**src/rtl/axil_to_cfg_bridge.sv**
```systemverilog
// AXI-Lite slave to single-outstanding config-bus initiator.
// Each AXI-Lite write or read becomes one cfg_wr_o/cfg_rd_o pulse, then waits for ack or timeout.
module axil_to_cfg_bridge #(
    parameter int unsigned TIMEOUT_CYCLES = 256,
    parameter logic [31:0] ERR_RDATA      = 32'hDEAD_BEEF
) (
    input  logic        clk_i,
    input  logic        reset_i,
    // AXI-Lite write address
    input  logic [31:0] s_awaddr,
    input  logic        s_awvalid,
    output logic        s_awready,
    // AXI-Lite write data
    input  logic [31:0] s_wdata,
    input  logic [3:0]  s_wstrb,
    input  logic        s_wvalid,
    output logic        s_wready,
    // AXI-Lite write response
    output logic [1:0]  s_bresp,
    output logic        s_bvalid,
    input  logic        s_bready,
    // AXI-Lite read address
    input  logic [31:0] s_araddr,
    input  logic        s_arvalid,
    output logic        s_arready,
    // AXI-Lite read data
    output logic [31:0] s_rdata,
    output logic [1:0]  s_rresp,
    output logic        s_rvalid,
    input  logic        s_rready,
    // config bus
    output logic [31:0] cfg_addr_o,
    output logic [31:0] cfg_wdata_o,
    output logic        cfg_wr_o,
    output logic        cfg_rd_o,
    input  logic        cfg_ack_i,
    input  logic [31:0] cfg_rdata_i
);

    localparam int unsigned AW = 32;
    localparam int unsigned DW = 32;
    localparam int unsigned CW = 16;
    localparam logic [CW-1:0] CNT_LAST    = CW'(TIMEOUT_CYCLES - 1);
    localparam logic [1:0]    RESP_OKAY   = 2'b00;
    localparam logic [1:0]    RESP_SLVERR = 2'b10;

    typedef enum logic [2:0] {
        IDLE,
        CFG_WR,
        CFG_RD,
        WAIT_ACK,
        WR_RESP,
        RD_RESP
    } state_e;

    state_e          state_q, state_d;
    logic            aw_full_q, aw_full_d;
    logic            w_full_q, w_full_d;
    logic            ar_full_q, ar_full_d;
    logic [AW-1:0]   awaddr_q, awaddr_d;
    logic [DW-1:0]   wdata_q, wdata_d;
    logic [AW-1:0]   araddr_q, araddr_d;
    logic            is_rd_q, is_rd_d;
    logic [CW-1:0]   cnt_q, cnt_d;
    logic            awready_q, awready_d;
    logic            wready_q, wready_d;
    logic            arready_q, arready_d;
    logic            bvalid_q, bvalid_d;
    logic [1:0]      bresp_q, bresp_d;
    logic            rvalid_q, rvalid_d;
    logic [1:0]      rresp_q, rresp_d;
    logic [DW-1:0]   rdata_q, rdata_d;
    logic            cfg_wr_q, cfg_wr_d;
    logic            cfg_rd_q, cfg_rd_d;
    logic [AW-1:0]   cfg_addr_q, cfg_addr_d;
    logic [DW-1:0]   cfg_wdata_q, cfg_wdata_d;
    logic            ack_ok;

    // Byte strobes carry no meaning on the config bus.
    logic unused_wstrb;
    assign unused_wstrb = ^s_wstrb;

    // Next-state and next-output logic.
    always_comb begin
        state_d     = state_q;
        aw_full_d   = aw_full_q;
        w_full_d    = w_full_q;
        ar_full_d   = ar_full_q;
        awaddr_d    = awaddr_q;
        wdata_d     = wdata_q;
        araddr_d    = araddr_q;
        is_rd_d     = is_rd_q;
        cnt_d       = cnt_q;
        bvalid_d    = bvalid_q;
        bresp_d     = bresp_q;
        rvalid_d    = rvalid_q;
        rresp_d     = rresp_q;
        rdata_d     = rdata_q;
        cfg_wr_d    = 1'b0;
        cfg_rd_d    = 1'b0;
        cfg_addr_d  = cfg_addr_q;
        cfg_wdata_d = cfg_wdata_q;
        ack_ok      = 1'b0;

        if (s_awvalid && awready_q) begin
            aw_full_d = 1'b1;
            awaddr_d  = s_awaddr;
        end
        if (s_wvalid && wready_q) begin
            w_full_d = 1'b1;
            wdata_d  = s_wdata;
        end
        // An AR accepted alongside a completing write waits in its slot behind the write.
        if (s_arvalid && arready_q) begin
            ar_full_d = 1'b1;
            araddr_d  = s_araddr;
        end

        case (state_q)
            IDLE: begin
                if (aw_full_d && w_full_d) begin
                    state_d     = CFG_WR;
                    cfg_wr_d    = 1'b1;
                    cfg_addr_d  = awaddr_d;
                    cfg_wdata_d = wdata_d;
                    is_rd_d     = 1'b0;
                end else if (ar_full_d) begin
                    state_d    = CFG_RD;
                    cfg_rd_d   = 1'b1;
                    cfg_addr_d = araddr_d;
                    ar_full_d  = 1'b0;
                    is_rd_d    = 1'b1;
                end
            end
            CFG_WR, CFG_RD: begin
                state_d = WAIT_ACK;
                cnt_d   = '0;
            end
            WAIT_ACK: begin
                ack_ok = cfg_ack_i;
                if (cfg_ack_i || (cnt_q == CNT_LAST)) begin
                    if (is_rd_q) begin
                        state_d  = RD_RESP;
                        rvalid_d = 1'b1;
                        rresp_d  = ack_ok ? RESP_OKAY : RESP_SLVERR;
                        rdata_d  = ack_ok ? cfg_rdata_i : ERR_RDATA;
                    end else begin
                        state_d  = WR_RESP;
                        bvalid_d = 1'b1;
                        bresp_d  = ack_ok ? RESP_OKAY : RESP_SLVERR;
                    end
                end else begin
                    cnt_d = cnt_q + CW'(1);
                end
            end
            WR_RESP: begin
                if (s_bready) begin
                    bvalid_d  = 1'b0;
                    aw_full_d = 1'b0;
                    w_full_d  = 1'b0;
                    state_d   = IDLE;
                end
            end
            RD_RESP: begin
                if (s_rready) begin
                    rvalid_d = 1'b0;
                    state_d  = IDLE;
                end
            end
            default: state_d = IDLE;
        endcase

        awready_d = (state_d == IDLE) && !aw_full_d;
        wready_d  = (state_d == IDLE) && !w_full_d;
        arready_d = (state_d == IDLE) && !ar_full_d && !(aw_full_d && w_full_d);
    end

    always_ff @(posedge clk_i or posedge reset_i) begin
        if (reset_i) begin
            state_q     <= IDLE;
            aw_full_q   <= 1'b0;
            w_full_q    <= 1'b0;
            ar_full_q   <= 1'b0;
            awaddr_q    <= '0;
            wdata_q     <= '0;
            araddr_q    <= '0;
            is_rd_q     <= 1'b0;
            cnt_q       <= '0;
            awready_q   <= 1'b0;
            wready_q    <= 1'b0;
            arready_q   <= 1'b0;
            bvalid_q    <= 1'b0;
            bresp_q     <= '0;
            rvalid_q    <= 1'b0;
            rresp_q     <= '0;
            rdata_q     <= '0;
            cfg_wr_q    <= 1'b0;
            cfg_rd_q    <= 1'b0;
            cfg_addr_q  <= '0;
            cfg_wdata_q <= '0;
        end else begin
            state_q     <= state_d;
            aw_full_q   <= aw_full_d;
            w_full_q    <= w_full_d;
            ar_full_q   <= ar_full_d;
            awaddr_q    <= awaddr_d;
            wdata_q     <= wdata_d;
            araddr_q    <= araddr_d;
            is_rd_q     <= is_rd_d;
            cnt_q       <= cnt_d;
            awready_q   <= awready_d;
            wready_q    <= wready_d;
            arready_q   <= arready_d;
            bvalid_q    <= bvalid_d;
            bresp_q     <= bresp_d;
            rvalid_q    <= rvalid_d;
            rresp_q     <= rresp_d;
            rdata_q     <= rdata_d;
            cfg_wr_q    <= cfg_wr_d;
            cfg_rd_q    <= cfg_rd_d;
            cfg_addr_q  <= cfg_addr_d;
            cfg_wdata_q <= cfg_wdata_d;
        end
    end

    assign s_awready   = awready_q;
    assign s_wready    = wready_q;
    assign s_arready   = arready_q;
    assign s_bvalid    = bvalid_q;
    assign s_bresp     = bresp_q;
    assign s_rvalid    = rvalid_q;
    assign s_rresp     = rresp_q;
    assign s_rdata     = rdata_q;
    assign cfg_wr_o    = cfg_wr_q;
    assign cfg_rd_o    = cfg_rd_q;
    assign cfg_addr_o  = cfg_addr_q;
    assign cfg_wdata_o = cfg_wdata_q;

endmodule

```
**config.mk**
```make
export PLATFORM = sky130hd
export DESIGN_NAME = axil_to_cfg_bridge
export DESIGN_NICKNAME = d
export VERILOG_FILES = /design/src/rtl/axil_to_cfg_bridge.sv
export SDC_FILE = /design/constraint.sdc
export NUM_CORES = 1
export LEC_CHECK = 0
export ABC_AREA = 1
export CAP_MARGIN = 20
export CELL_PAD_IN_SITES_DETAIL_PLACEMENT = 1
export CELL_PAD_IN_SITES_GLOBAL_PLACEMENT = 1
export CORE_ASPECT_RATIO = 0.75
export CORE_MARGIN = 5
export CORE_UTILIZATION = 37
export DETAILED_ROUTE_END_ITERATION = 6
export GPL_TIMING_DRIVEN = 0
export PLACE_DENSITY_LB_ADDON = 0.3
export SYNTH_ARGS = -nofsm -noshare
export SYNTH_HDL_FRONTEND = slang
export SYNTH_SLANG_ARGS = --single-unit
```
**constraint.sdc**
```tcl
create_clock -name clk_i -period 8.15 [get_ports clk_i]
set_clock_uncertainty 0.1 [all_clocks]
set_input_delay 0.815 -clock clk_i [delete_from_list [all_inputs] [get_ports clk_i]]
set_output_delay 0.815 -clock clk_i [all_outputs]
set_load 0.02 [all_outputs]
```
Word-level counts from Yosys, hierarchy flattened
Cells that the tools add are included.

cells by class
  $add $sub $neg = 1
  multipliers = 0
  divide/modulo/power cells = 0
  magnitude comparators = 0
  eq/ne operators = 12
  shifts and indexed selects = 0
  multiplexer cells = 40
  bitwise gates (word level) = 1
  reductions and logical operators = 28

operators with widths
  kind                                                                    number
  32-bit 2-to-1 mux                                                       6
  16-bit case mux with 2 select lines                                     1
  1-bit 2-to-1 mux                                                        23
  16-bit by 1-bit adder with 16-bit output, second input constant         1
  16-bit by 8-bit equality test with 1-bit output, second input constant  1
  16-bit 2-to-1 mux                                                       1
  3-bit 2-to-1 mux                                                        5
  3-bit case mux with 5 select lines                                      1
  2-bit != test, second input constant                                    6
  1-bit logical AND                                                       9
  4-bit AND reduction                                                     2
  2-bit nonzero test                                                      4
  3-bit by 2-bit equality test with 1-bit output, second input constant   2
  3-bit equality test, second input constant                              2
  3-bit logical NOT                                                       2
  2-bit AND reduction                                                     3
  3-bit AND reduction                                                     2
  1-bit logical NOT                                                       4
  1-bit case mux with 2 select lines                                      2
  3-bit by 1-bit equality test with 1-bit output, second input constant   1
  2-bit 2-to-1 mux                                                        1
  2-bit OR reduction                                                      1
  1-bit logical OR                                                        1
  1-bit inverter                                                          1

storage, ports and cells
  bits in registers = 226
  bits in latches = 0
  bits in writable memories = 0
  memory bits (read-only) = 0
  bits of input ports = 140
  output and inout port bits = 107
  logic and storage cells = 103
  memories kept = 0

Depth between registers and ports, before layout
Gate-level depths: netlist (run 1).

  depth after elaboration = 8
  gate-level depth with buffers = 12
  depth with buffers taken out = 11

Least setup slack after synthesis (run 1)
Ideal clock, no wire load.

  kind = input to register
  start = input s_awvalid
  end = register cfg_addr_q[2], in the netlist cfg_addr_o[2]
  setup time = 126 ps
  arrival time = 1786 ps
  data required time = 7924 ps
  slack = 6138 ps
  stages on the path = 10
  path buffers = 2
  path through = nand2_1 nand2_1 nand2_4 inv_4 nor2_4 nor2_4 buf_6 buf_6 nor2_1 a31oi_1

on the way
  cells in the longest elaborated chain, start to end = 5
  elaborated cells between the ends (all ways) = 7
  classes of those cells = mux (3); reduce/logical (4)

RTL lines
  element                        RTL line  text
  start, declared                11        input logic s_awvalid,
  1-bit logical AND *            105       if (s_awvalid && awready_q) begin
  1-bit 2-to-1 mux               105
  1-bit logical AND              121       if (aw_full_d && w_full_d) begin
  2-bit nonzero test (no line)   n/a
  2-bit AND reduction (no line)  n/a
  end signal, assigned           221       cfg_addr_q <= cfg_addr_d;
  end, declared                  75        logic [AW-1:0] cfg_addr_q, cfg_addr_d;

Every way passes the cells marked *; elsewhere a longest branch is shown, timed or not.
A chain may end at the register's enable or synchronous reset.

Worst setup path after layout (run 1)
  start = register arready_q, in the netlist s_arready
  end = output s_arready

RTL lines
  element                 RTL line  text
  start, declared         67        logic arready_q, arready_d;
  start signal, assigned  213       arready_q <= arready_d;
  end, declared           25        output logic s_arready,

No word-level cell between the ends.

==> results of run 1 <==
==> power by group through the flow <==
stage,sequential (uW),combinational [uW],clock [uW]
global route,1870,2460,1250
detailed placement,1840,2250,0
global placement,1820,2190,0
CTS,1830,2270,1210
floorplan,2110,984,0
finish,1820,2240,1180
==> synthesized netlist by cell type, types with 4 or more instances <==
cell type  instances  area share (%)
a22o_1             8            0.76
a31oi_1           64             4.3
buf_2             11            0.60
buf_4              7            0.57
buf_6             11             1.3
clkbuf_1          21            0.85
dfrtp_1          224              61
inv_1             69             2.8
mux2i_1           32             3.5
nand2_1          281              11
nand2_2            6            0.41
nand3_1           47             2.5
nand4_1           11            0.74
nor2_1            92             3.7
nor2_4             4            0.49
o21ai_0            6            0.32
o21ai_1            5            0.27
o21ai_2            6            0.57
o22a_1            24             2.3
xor2_1             5            0.47
==> state kept, by name, indices dropped and copies added, names as in the netlist, 3 cells and up <==
register	count
wdata_q	32
awaddr_q	32
cfg_addr_o	32
s_rdata	32
cnt_q	16
araddr_q	32
state_q	3
cfg_wdata_o	32
==> cell type report <==
class | instances | area [sq um]
buffer | 50 | 310.3
fill | 2764 | 11810
multi-input combinational | 608 | 3057
tap | 338 | 422.9
inverter | 74 | 289.0
timing repair buffer | 240 | 2420
clock buffer | 33 | 705.7
antenna | 1 | 2.502
sequential | 224 | 5605
clock inverter | 10 | 152.6
==> kinds of logic after synthesis <==
kind of cell               share of synthesized area, %
AOI/OAI and AO/OA                                 8.765
xor gates and xnor gates                         0.4734
adders and majority gates                        0.1352
buffers and inverters                             6.398
DFF                                               60.60
muxes                                             3.463
other                                           0.04054
and+or+nand+nor                                   20.13
==> path summary, 6_finish.rpt <==
| path | startpoint | to | slack (ps) | depth (start not counted) |
|---|---|---|---|---|
| setup reg to reg | s_awready | cfg_addr_o[28] | 6020 | 7 |
| min in group asynchronous | reset_i | wdata_q[27] | 690 | 2 |
| max in group asynchronous | reset_i | s_rdata[8] | 6210 | 3 |
| setup / recovery | s_arready | s_arready | 5670 | 1 |
| hold reg to reg | wdata_q[24] | wdata_q[24] | 370 | 2 |
| hold / removal | wdata_q[24] | wdata_q[24] | 370 | 2 |
==> per-layer routing <==
layer  vias up  share of wire, %
li1       3656                 -
met1      3802                46
met2       202                45
met3        34               6.4
met4         0               2.2
met5         -                 0
==> stage by stage <==
step	power, uW	instance area [sq um]
final	5243	12960
after global routing	5587	12960
after CTS	5306	12960
after detailed placement	4089	12100
after global placement	4005	12070
after floorplan	3091	9254
==> flow_summary.yaml, run 1 <==
outcome:
  status: "finished clean"
route:
  firstDrtPassIters: 4
  wl_per_cell_microns: 17.99
  wirelength_microns: 28380
  ant_nets: 0
  drc: 0
  vias_per_cell: 4.876
  drt_iter0_markers: 245
  vias: 7694
setup_path:
  cp-end-kind: "output pin"
  path_cells: "clkdlybuf4s50_1"
  required_ps: 7240
  cp_slowest_cell: "clkdlybuf4s50_1"
  critical-path-top-delay-family: "buffers and inverters"
  cp_max_fo: 2
  critPathArrivalTime_ps: 1560
  crit_buf_inv: 1
  cp-start-kind: "flip-flop"
  critical_path_class: "reg2out"
  crit_path_max_incr_delay_ps: 630
finish:
  stdcell_count: 1578
  drive_gt1_share_pct: 7.910
  mostFrequentLayoutCells: "nand2_1, clkdlybuf4s50_1, dfrtp_1"
  final_common_cell: "nand2_1"
  fin_nets: 1363
  fin_util_pct: 52.33
  area_growth_pct: 40.16
floorplanning:
  fp.coreArea_sq_mm: 0.02477
  dieArea_sq_mm: 0.02830
  pin_count: 247
  rows: 50
  die_w_microns: 192.6
  die-height_microns: 146.9
  initial_core_util_pct: 37.34
placement:
  detailedPlace.worstSlack_ps: 5144
  portBuffers: 239
  gp_congestion: 0.8209
  place_inst: 1534
  dp_hpwl_microns: 20540
power:
  powerDensity_mw_per_mm2: 404.4
  clock_power_share_pct: 22.6
  p_comb_share_pct: 42.7
  internal_power_uw: 3258
  swShare_pct: 37.85
  peakVddDrop_mv: 0.1821
  p_switching_uw: 1984
  power.leakage_uw: 0.006314
  seqPwrFrac_pct: 34.8
clock_network:
  worstSkewPairLatency_ps: 510
  cts_tree: "built"
  cts_htree_levels: 1
  clockRootBuffer: "clkbuf_16"
  clk_pin_slew_ps: 60
  ctsHoldBuffers: 0
  cts_buffer_depth: 3
  cts-resized-gates: 0
  post_cts_buffers: 0
  numCtsBuffers: 24
  numClockSinks: 224
global_routing:
  top_usage_layer: "met2"
  globalRouteMet1Util_pct: 27.70
  grt_overflow: 0
  grtUsageMet2_pct: 32.00
  grt_usage_pct: 19.91
  grt_pass1_vias: 8392
  grt_max_degree: 128
  grt_pass1_wl_microns: 45550
  met3_usage_pct: 4.822
  antenna_found_initial: 0
logic_synthesis:
  synth.avg_cell_area_sq_um: 9.686
  ys_ff_latch: 224
  synth_area_sq_mm: 0.009250
  synth-main-ff-cell: "dfrtp_1"
  synth_cell_types: 33
  yosysSeqAreaShare_pct: 60.60
  synth-edff-count: 0
  ys_async_sr_fraction_pct: 100.0
  yosys_warnings: 0
  postSynthCellCount: 955
timing:
  period_needed_ps: 2476
  rsz0062_at_grt: "no"
  fin_hold_ws_ps: 367.6
  maxSlewHeadroom_pct: 52.27
  drv_slew: 0
  tightestPinTransition_ps: 716.0
  setup-tns-final_ps: 0
  max_freq_mhz: 403.9
  period_share_pct: 30.38
  layout_setup_ws_ps: 5674
  final_hold_viol_count: 0
  setup_viol: 0
job:
  max_cap_violations: 0
worst_hold_path:
  min_path_type: "reg2reg"
No activity file was read; power rests on OpenSTA's default activity.
==> run 2, diff against run 1 <==
- CORE_UTILIZATION: 37 -> 33
- clock period: 8.15 -> 2.2 ns (I/O delays scaled with it)
==> run 2 against run 1 <==
Net effect: global-route usage down 1.8 points; final area rose by 0.73%; clock power increased to 3.5 times the previous value; first-iteration DRC count up 11%; largest power group unchanged; utilization is 5.4 points lower; via count shrank 0.49%; register-to-register slack worse by 5800 ps; worst setup slack worse by 5400 ps; highest routed layer unchanged; non-clock buffer count is 7 higher; power rose to 3.7 times the previous value.
==> flow_summary.yaml, run 2 (synthesis results as in run 1) <==
global_routing:
  grt_usage_pct: 18.12
  grt_max_degree: 42
  grt_pass1_vias: 8338
  grt_overflow: 0
  grt_pass1_wl_microns: 46410
  antenna_found_initial: 0
clock_network:
  numClockSinks: 224
  cts_buffer_depth: 3
  clk_pin_slew_ps: 60
  numCtsBuffers: 25
  clockRootBuffer: "clkbuf_16"
  worstSkewPairLatency_ps: 520
  cts_tree: "built"
  cts_htree_levels: 1
finish:
  final_common_cell: "nand2_1"
  fin_util_pct: 46.89
  drive_gt1_share_pct: 8.567
  mostFrequentLayoutCells: "nand2_1, clkdlybuf4s50_1, dfrtp_1"
  fin_nets: 1371
  area_growth_pct: 41.19
  stdcell_count: 1606
  antennaDiodeCount: 0
  nFillCells: 3176
setup_path:
  cp-start-kind: "flip-flop"
  required_ps: 2510
  critPathArrivalTime_ps: 2280
  rrSetupSlack_ps: 240
  cp-end-kind: "flip-flop"
  r2r_start: "cnt_q[1]"
  worstReg2RegEnd: "cnt_q[6]"
  cp_max_fo: 10
  critical_path_class: "reg2reg"
  r2r_cells: 9
timing:
  setup_viol: 0
  period_needed_ps: 1961
  fin_hold_ws_ps: 156.8
  final_hold_viol_count: 0
  setup-tns-final_ps: 0
  maxSlewHeadroom_pct: 61.80
  max_freq_mhz: 510.0
  drv_slew: 0
  period_share_pct: 89.13
  rsz0062_at_grt: "no"
  tightestPinTransition_ps: 573.0
route:
  wirelength_microns: 28960
  vias: 7656
  wl_per_cell_microns: 18.03
  firstDrtPassIters: 4
  vias_per_cell: 4.767
  ant_nets: 0
  drt_iter0_markers: 273
  drc: 0
power:
  peakVddDrop_mv: 0.6636
  power.leakage_uw: 0.006346
  swShare_pct: 38.45
  power_uw: 19210
  seqPwrFrac_pct: 35.1
  internal_power_uw: 11820
  powerDensity_mw_per_mm2: 1471
  clock_power_share_pct: 21.5
  p_comb_share_pct: 43.4
  p_switching_uw: 7386
floorplanning:
  initial_core_util_pct: 33.21
  rows: 53
  die-height_microns: 155.0
  die_w_microns: 203.3
  fp.coreArea_sq_mm: 0.02785
  dieArea_sq_mm: 0.03151
  pin_count: 247
placement:
  place_inst: 1558
  gp_congestion: 0.7761
  dp_hpwl_microns: 21560
  portBuffers: 239
outcome:
  status: "finished clean"
job:
  max_cap_violations: 0
worst_hold_path:
  worstHoldPathCells: 3
  holdPathEnd: "araddr_q[15]"
  worstHoldStart: "s_araddr[15]"
  min_path_type: "in2reg"
-- run 2: timing repair --
action / 4_1_cts / 5_1_grt
endpoints found under the setup margin: 0 / 40
hold buffers: 2 / 0
hold endpoints to repair: 25 / 0
resized for setup: 0 / 8
buffers inserted: 0 / 0
-- run 2: power by group through the flow --
stage	combinational (uW)	clock (uW)	sequential (uW)
2_1_floorplan	3640	0	7810
3_3_place_gp	8160	0	6750
3_5_place_dp	8400	0	6820
4_1_cts	8460	4260	6770
5_1_grt	9130	4450	6940
6_report	8340	4120	6750
-- run 2: critical path: stages (launching register included) --
cell and delay (ps):
dfrtp_1 380, ha_1 260, nand3_2 150, nor2_2 190
nand2_1 120, nand3_2 130, nand2_2 160, buf_4 230
nand3_1 80, nand2_1 50
-- run 2: per-layer routing --
layer	global-route usage [%]	up-vias	wire length [microns]	share of wire [%]
met5	0	-	0	0
met3	4.105	34	1649	5.7
li1	-	3656	-	-
met1	25.72	3779	13710	47
met4	3.403	0	499	1.7
met2	28.96	187	13100	45
-- run 2: worst max path at each step --
| stage | start | to | slack [ps] | depth (start not counted) |
|---|---|---|---|---|
| 2_1_floorplan | reset_i | ar_full_q | -1040 | 1 |
| 3_3_place_gp | reset_i | wdata_q[15] | -2930 | 2 |
| 3_5_place_dp | s_awvalid | cfg_addr_o[31] | -160 | 8 |
| 4_1_cts | s_awready | cfg_addr_o[18] | 70 | 7 |
| 5_1_grt | cnt_q[0] | s_arready | 6 | 11 |
| 6_report | cnt_q[1] | cnt_q[6] | 240 | 9 |
-- run 2: stage by stage --
| stage | setup slack, ps | cell area, sq um |
|---|---|---|
| final | 239.0 | 13060 |
| after global routing | 5.615 | 13060 |
| after global placement | -2927 | 12100 |
| after floorplan | -1044 | 9258 |
| after detailed placement | -164.8 | 12220 |
| after CTS | 66.04 | 13050 |
-- run 2: area by class of cell --
cell class / count / area, sq um / share of cell area, %
Tap cell: 357 / 446.7 / 3.420
Multi-Input combinational cell: 608 / 3064 / 23.46
Inverter: 74 / 285.3 / 2.184
Timing Repair Buffer: 247 / 2532 / 19.39
Buffer: 50 / 314.1 / 2.405
Clock inverter: 8 / 77.57 / 0.5940
Clock buffer: 38 / 734.5 / 5.624
Sequential cell: 224 / 5605 / 42.92
==> run 3, diff against run 2 <==
- CORE_UTILIZATION: 33 -> 28
- CTS_CLUSTER_SIZE: unset -> 8
==> run 3 against run 2 <==
Net effect: power rose by 3.1%; register-to-register slack got worse by 80 ps; clock power rose by 15%; cell count rose by 5.0%; sequential cell count did not move; via count rose by 0.10%; critical path depth fell by 2; routed wire length rose by 2.8%.
==> flow_summary.yaml, run 3 (synthesis results as in run 1) <==
setup_path:
  cp_max_fo: 10
  cp-end-kind: "flip-flop"
  path_cells: "nand2_1 > nand2_1 > nand2_4 > inv_4 > clkbuf_1 > nand2_1 > a31oi_1"
  crit_buf_inv: 2
  crit_top_cell: "nand2_1"
  critical_path_class: "reg2reg"
  critPathLaunch: "s_awready"
  r2r_start: "s_awready"
  r2r_cells: 7
  crit_path_max_incr_delay_ps: 470
  required_ps: 2500
  worstReg2RegEnd: "cfg_addr_o[20]"
  rrSetupSlack_ps: 160
  endpoint: "cfg_addr_o[20]"
  critPathArrivalTime_ps: 2340
  critical-path-top-delay-family: "simple AND/OR/NAND/NOR gates"
  cp_slowest_cell: "clkbuf_1"
  cp.depth: 7
  cp-start-kind: "flip-flop"
route:
  firstDrtPassIters: 4
  wl_per_cell_microns: 17.66
  vias: 7664
  drc: 0
  drt_iter0_markers: 316
  wirelength_microns: 29780
  vias_per_cell: 4.546
  ant_nets: 0
timing:
  setup_viol: 0
  drv_slew: 0
  final_hold_viol_count: 0
  maxSlewHeadroom_pct: 59.32
  max_freq_mhz: 490.2
  rsz0062_at_grt: "yes"
  layout_setup_ws_ps: 160.1
  setup-tns-final_ps: 0
  period_needed_ps: 2040
  tightestPinTransition_ps: 608.9
  period_share_pct: 92.72
clock_network:
  cts_buffer_depth: 3
  cts_htree_levels: 2
  numClockSinks: 224
  numCtsBuffers: 34
  cts_tree: "built"
  post_cts_buffers: 0
  clockRootBuffer: "clkbuf_16"
  worstSkewPairLatency_ps: 500
  clk_pin_slew_ps: 50
power:
  powerDensity_mw_per_mm2: 1490
  power.leakage_uw: 0.006395
  peakVddDrop_mv: 0.5195
  power_uw: 19800
finish:
  stdcell_count: 1686
  mostFrequentLayoutCells: "nand2_1, clkdlybuf4s50_1, dfrtp_1"
  fin_nets: 1379
  final_common_cell: "nand2_1"
  multiInputGateArea_sq_mm: 0.003062
  drive_gt1_share_pct: 8.286
  area_growth_pct: 43.64
  nFillCells: 3709
  fin_util_pct: 40.85
  seq_area_sq_mm: 0.005605
floorplanning:
  rows: 57
  initial_core_util_pct: 28.44
  pin_count: 247
  die-height_microns: 167.4
  die_w_microns: 219.9
  fp.coreArea_sq_mm: 0.03252
  dieArea_sq_mm: 0.03681
global_routing:
  grt_max_degree: 40
  grt_overflow: 0
  antenna_found_initial: 1
  grt_usage_pct: 16.16
  grt_pass1_vias: 8456
  grt_pass1_wl_microns: 47670
placement:
  gp_congestion: 0.7616
  detailedPlace.worstSlack_ps: -258.1
  place_inst: 1643
  dp_hpwl_microns: 22050
  portBuffers: 239
outcome:
  status: "finished clean"
job:
  max_cap_violations: 0
worst_hold_path:
  min_path_type: "in2async"
-- run 3: cell types whose count changed in the layout (fill, tap and decap cells not counted), sizes merged --
cell         previous run  this run
dlygate4sd3             2         1
clkinv                  5         1
inv                    74        72
clkbuf                 59        60
diode                   0         1
bufinv                  1         0
buf                    35        36
-- run 3: final cells by class --
class                           count  area share (%)
Sequential cell                   224           42.19
Inverter                           74           2.147
Buffer                             50           2.345
Clock buffer                       40           7.053
Clock inverter                      1         0.05650
Antenna cell                        1         0.01883
Tap cell                          442           4.162
Multi-Input combinational cell    608           23.04
Timing Repair Buffer              246           18.98
-- run 3: how the worst min path moves through the flow --
stage	slack, ps	start	endpoint
after floorplan	230	cfg_ack_i	s_bresp[1]
after global placement	350	wdata_q[31]	wdata_q[31]
after detailed placement	360	wdata_q[3]	wdata_q[3]
after CTS	50	reset_i	s_rdata[23]
after global routing	80	reset_i	s_rdata[23]
final	60	reset_i	s_rdata[23]
-- run 3: per-stage QoR --
stage,hold slack [ps],cell area (sq um)
6_report,64.28,13290
3_5_place_dp,355.8,12320
5_1_grt,84.71,13280
3_3_place_gp,347.7,12200
2_1_floorplan,228.6,9258
4_1_cts,46.94,13280
-- run 3: layer usage --
layer	part of all wire, %	track usage (%)	wire length (microns)
met1	46	22.08	13810
met2	44	24.72	13060
met3	7.9	5.632	2339
met4	1.9	3.987	560
met5	0.044	0	13
-- run 3: repair_timing --
action,in CTS,in global routing
setup endpoints to repair,0,5
gates resized for setup,0,4
endpoints found under the hold margin,4,0
hold buffers,1,0
-- run 3: where the power goes --
group / total, uW / internal, uW / leakage [uW] / switching (uW)
combinational: 8350 / 3490 / 0.00314 / 4860
clock: 4730 / 2950 / 0.000460 / 1780
sequential: 6720 / 5910 / 0.00280 / 808
